<file path="src/rtl/program_sequencer.sv">
// Program sequencer: streams a loaded program into the processor
// over the Din/run/done handshake, one instruction at a time.
module program_sequencer #(
  parameter int ADDR_W = 5,
  parameter int DATA_W = 16
) (
  input  logic              clock,
  input  logic              reset,
  input  logic              load_en,
  input  logic [ADDR_W-1:0] load_addr,
  input  logic [DATA_W-1:0] load_data,
  input  logic              start,
  input  logic [ADDR_W:0]   prog_len,
  input  logic [1:0]        proc_step,
  input  logic              proc_done,
  output logic [DATA_W-1:0] din,
  output logic              run,
  output logic              busy,
  output logic              finished,
  output logic              error,
  output logic [ADDR_W:0]   pc,
  output logic [15:0]       instr_count
);

  typedef enum logic [1:0] {
    IDLE,
    ISSUE,
    IMM,
    WAIT
  } state_t;

  localparam logic [ADDR_W:0] DEPTH = {1'b1, {ADDR_W{1'b0}}};
  localparam logic [ADDR_W:0] ONE   = {{ADDR_W{1'b0}}, 1'b1};

  logic [DATA_W-1:0] mem [0:(1<<ADDR_W)-1];

  state_t            state, state_n;
  logic [ADDR_W:0]   len_q, len_n;
  logic [ADDR_W:0]   pc_n, pc_inc;
  logic [15:0]       ic_n;
  logic              err_n, fin_n;
  logic [DATA_W-1:0] word;
  logic              is_mvi, fetch;

  assign word   = mem[pc[ADDR_W-1:0]];
  assign is_mvi = (word[DATA_W-1 -: 3] == 3'b001);
  assign fetch  = (state == ISSUE) && (proc_step == 2'd0);
  assign pc_inc = pc + ONE;
  assign busy   = (state != IDLE);

  // Program memory: written from the host path only while idle.
  always_ff @(posedge clock) begin
    if (load_en && state == IDLE)
      mem[load_addr] <= load_data;
  end

  // State and bookkeeping registers.
  always_ff @(posedge clock) begin
    if (reset) begin
      state       <= IDLE;
      len_q       <= '0;
      pc          <= '0;
      instr_count <= '0;
      error       <= 1'b0;
      finished    <= 1'b0;
    end else begin
      state       <= state_n;
      len_q       <= len_n;
      pc          <= pc_n;
      instr_count <= ic_n;
      error       <= err_n;
      finished    <= fin_n;
    end
  end

  // Next-state decode; a truncated mvi drops run in its own cycle.
  always_comb begin
    state_n = state;
    len_n   = len_q;
    pc_n    = pc;
    ic_n    = instr_count;
    err_n   = error;
    fin_n   = 1'b0;
    run     = 1'b0;
    din     = '0;
    unique case (state)
      IDLE: begin
        if (start) begin
          if (prog_len == '0) begin
            fin_n = 1'b1;
          end else if (prog_len > DEPTH) begin
            err_n = 1'b1;
          end else begin
            len_n   = prog_len;
            pc_n    = '0;
            ic_n    = '0;
            err_n   = 1'b0;
            state_n = ISSUE;
          end
        end
      end
      ISSUE: begin
        din = word;
        run = 1'b1;
        if (fetch) begin
          if (!is_mvi) begin
            pc_n    = pc_inc;
            state_n = WAIT;
          end else if (pc_inc < len_q) begin
            pc_n    = pc_inc;
            state_n = IMM;
          end else begin
            run     = 1'b0;
            err_n   = 1'b1;
            state_n = IDLE;
          end
        end
      end
      IMM: begin
        din  = word;
        pc_n = pc_inc;
        ic_n = instr_count + 16'd1;
        if (!proc_done) begin
          err_n   = 1'b1;
          state_n = IDLE;
        end else if (pc_inc >= len_q) begin
          fin_n   = 1'b1;
          state_n = IDLE;
        end else begin
          state_n = ISSUE;
        end
      end
      WAIT: begin
        if (proc_done) begin
          ic_n = instr_count + 16'd1;
          if (pc >= len_q) begin
            fin_n   = 1'b1;
            state_n = IDLE;
          end else begin
            state_n = ISSUE;
          end
        end
      end
      default: state_n = IDLE;
    endcase
  end

endmodule

</file>
<file path="config.mk">
export PLATFORM = sky130hd
export DESIGN_NAME = program_sequencer
export DESIGN_NICKNAME = d
export VERILOG_FILES = /design/src/rtl/program_sequencer.sv
export SDC_FILE = /design/constraint.sdc
export NUM_CORES = 1
export LEC_CHECK = 0
export BUFFER_PORTS_ARGS = -buffer_cell sky130_fd_sc_hd__buf_2
export CAP_MARGIN = 5
export CORE_UTILIZATION = 56
export CTS_CLUSTER_SIZE = 20
export DETAILED_ROUTE_END_ITERATION = 12
export PLACE_DENSITY = 0.73
export SLEW_MARGIN = 20
export SYNTH_ARGS = -nofsm -noshare
export SYNTH_HDL_FRONTEND = slang
export SYNTH_SLANG_ARGS = --single-unit
export TNS_END_PERCENT = 30
</file>
<file path="constraint.sdc">
create_clock -name clock -period 8.9 [get_ports clock]
set_input_delay 1.78 -clock clock [delete_from_list [all_inputs] [get_ports clock]]
set_output_delay 1.78 -clock clock [all_outputs]
set_load 0.02 [all_outputs]
</file>
==> flow_summary.json <==
{
  "status": "completed",
  "drive_gt1_share_pct": 32.1,
  "grt_use_total_pct": 23.7,
  "design_area_mm2": 0.0244,
  "p_total_mw": 5.37,
  "synth_nets": 1067,
  "drt_iter0_markers": 890,
  "worst_slack_ns": 2.85,
  "relSlewSlack_pct": 24.1,
  "syn-cell-area_mm2": 0.0216,
  "post-route-util_pct": 64.5,
  "synth_top_family_by_area": "multiplexers",
  "critPathKind": "register to output port",
  "seq_area_frac_synth_pct": 74.6,
  "layout_commonest_cell": "edfxtp_1",
  "grt_pass1_wl_um": 66000,
  "hp-class": "register to register",
  "synth.ff_latch_count": 549,
  "setup_viol": 0,
  "worst_ir_drop_vdd_v": 0.000164,
  "gp_congestion": 0.803,
  "grt_max_degree": 111,
  "cp-end-kind": "output port",
  "cts_resized": 0,
  "clkTransAtPathRegs_ns": 0.06,
  "clock-sinks": 549,
  "finalHoldViolCount": 0,
  "grt_pass1_vias": 10700,
  "drt-total-wl_um": 44600,
  "area_growth_pct": 13.0,
  "p_int_mw": 4.21,
  "final_cell_mix": "edfxtp_1, mux4_2, buf_2, clkbuf_16, nor2_1",
  "synth-compound-area-share_pct": 1.27,
  "vias": 10300,
  "async_flop_share_pct": 0,
  "setup_tns_ns": 0,
  "ys_types": 50,
  "io_buffer_count": 75,
  "die_area_mm2": 0.0394,
  "max-cap-violations": 0,
  "cp_max_fo": 55,
  "ys.flop_type": "edfxtp_1",
  "ctsHoldBuffers": 0,
  "dp_hpwl_um": 24800,
  "initial_core_util_pct": 57.1,
  "coreArea_mm2": 0.0378,
  "syn_area_per_cell_um2": 21.3,
  "switchingPower_mw": 1.16,
  "drc": 0,
  "clock_skew_ns": 0.0157,
  "postCtsSetupBuffers": 0,
  "cts_tree": "yes",
  "rsz0062_at_grt": "no",
  "crit_arrival_ns": 4.27,
  "antenna_found_initial": 2,
  "holdWs_ns": 0.499,
  "worst_slew_pin_slew_ns": 1.14,
  "pwr-share-clk_pct": 40.0,
  "syn_inst": 1014,
  "fp-row-count": 71,
  "clk_latency_ns": 0.59,
  "yosys_warnings": 0,
  "cp.required_ns": 7.12,
  "grt-ovfl-total": 0,
  "numCtsBuffers": 54,
  "cts.htree.levels": 2,
  "comb_power_share_pct": 6.9,
  "drt_first_pass_iters": 6,
  "preCtsSetupSlack_ns": 3.37,
  "ios": 76,
  "fmax_mhz": 165,
  "finalNetCount": 1170,
  "power.leakage_nw": 7.60,
  "antenna_cells": 0,
  "clockBufferDepth": 3,
  "slew_viol_final": 0,
  "swShare_pct": 21.6,
  "avgRoutedWirePerCell_um": 26.7,
  "yosys.area_share.simple_pct": 3.27,
  "synth_enable_flop_cells": 512,
  "synthAdderAreaFrac_pct": 1.10,
  "final_cells": 1669,
  "synth_xor_area_share_pct": 0.730,
  "synth.area.mux_share_pct": 17.9,
  "drtAntennaViolNets": 0,
  "clockRootBuffer": "clkbuf_16",
  "startpoint_type": "register",
  "dp.cells": 1572,
  "post_dp_cell_area_mm2": 0.0227,
  "dieWidth_um": 198,
  "min_period_ns": 6.05,
  "seqPwrFrac_pct": 53.1,
  "p_per_area_mw_per_mm2": 220,
  "finalCritPeriodShare_pct": 68.0,
  "die_y_um": 198,
  "vias_per_cell": 6.17
}
==> power groups by stage <==
stage / combinational [mW] / clock [mW] / sequential (mW)
after global placement: 0.366 / 0 / 2.91
after floorplan: 0.246 / 0 / 2.91
after global routing: 0.399 / 2.28 / 2.86
final: 0.371 / 2.15 / 2.85
after CTS: 0.374 / 2.18 / 2.85
after detailed placement: 0.372 / 0 / 2.91
==> synthesized netlist by cell type, types with 3 or more instances <==
| library cell | instances | area (µm²) |
|---|---|---|
| mux4_2 | 160 | 3600 |
| a21o_1 | 8 | 60.1 |
| o21ai_0 | 5 | 25.0 |
| ha_1 | 19 | 238 |
| nor3_1 | 3 | 15.0 |
| clkbuf_1 | 24 | 90.1 |
| nand2_1 | 14 | 52.6 |
| mux2i_1 | 22 | 220 |
| or3_1 | 4 | 25.0 |
| nand3b_1 | 4 | 30.0 |
| buf_1 | 16 | 60.1 |
| a21oi_1 | 6 | 30.0 |
| nor2_1 | 80 | 300 |
| nand4_1 | 6 | 37.5 |
| xor2_1 | 14 | 123 |
| nand2b_1 | 4 | 25.0 |
| dfxtp_1 | 37 | 741 |
| and2_1 | 3 | 18.8 |
| and3_1 | 4 | 25.0 |
| edfxtp_1 | 512 | 15400 |
| nand3_1 | 14 | 70.1 |
| o41ai_2 | 3 | 48.8 |
| xnor2_1 | 4 | 35.0 |
| inv_1 | 14 | 52.6 |
==> sequential cells by signal, indices dropped and copies added, names as in the netlist, named ones only <==
name,flops
len_q,6
pc,6
finished,1
error,1
mem,512
state,2
instr_count,16
==> worst paths after layout <==
| path | to | startpoint | cells past startpoint | slack, ns |
|---|---|---|---|---|
| worst max register to register | register | register | 8 | 4.61 |
| worst min register to register | len_q[5] | len_q[5] | 2 | 0.50 |
| worst min-delay path | len_q[5] | len_q[5] | 2 | 0.50 |
| worst max-delay path | run | register | 7 | 2.85 |
==> area by class of cell <==
class                           count  area (µm²)
Clock buffer                       66        1420
Tap cell                          511         639
Multi-Input combinational cell    406        5400
Clock inverter                     31         249
Timing Repair Buffer               92         515
Sequential cell                   549       16100
Fill cell                        2567       13400
Inverter                           14        52.6
==> layer usage <==
layer,wire length [µm],global-route usage (%)
met2,22600,39.4
met1,17900,32.3
met4,1070,7.69
met5,30,0
met3,3040,4.07
==> critical path: stages, from the launching register on <==
cell and delay [ns]:
dfxtp_4 0.96, buf_4 0.61, mux4_2 0.60, mux4_2 0.51, mux2_2 0.34, nor4_1 0.31, a21boi_1 0.11, buf_2 0.16
==> kinds of logic after synthesis <==
family          Yosys count
fa+ha+maj                19
flops                   549
mux                     185
simple gates            149
compound gates           35
xor+xnor                 18
buf+inv                  59
(Power assumes the default switching activity.)
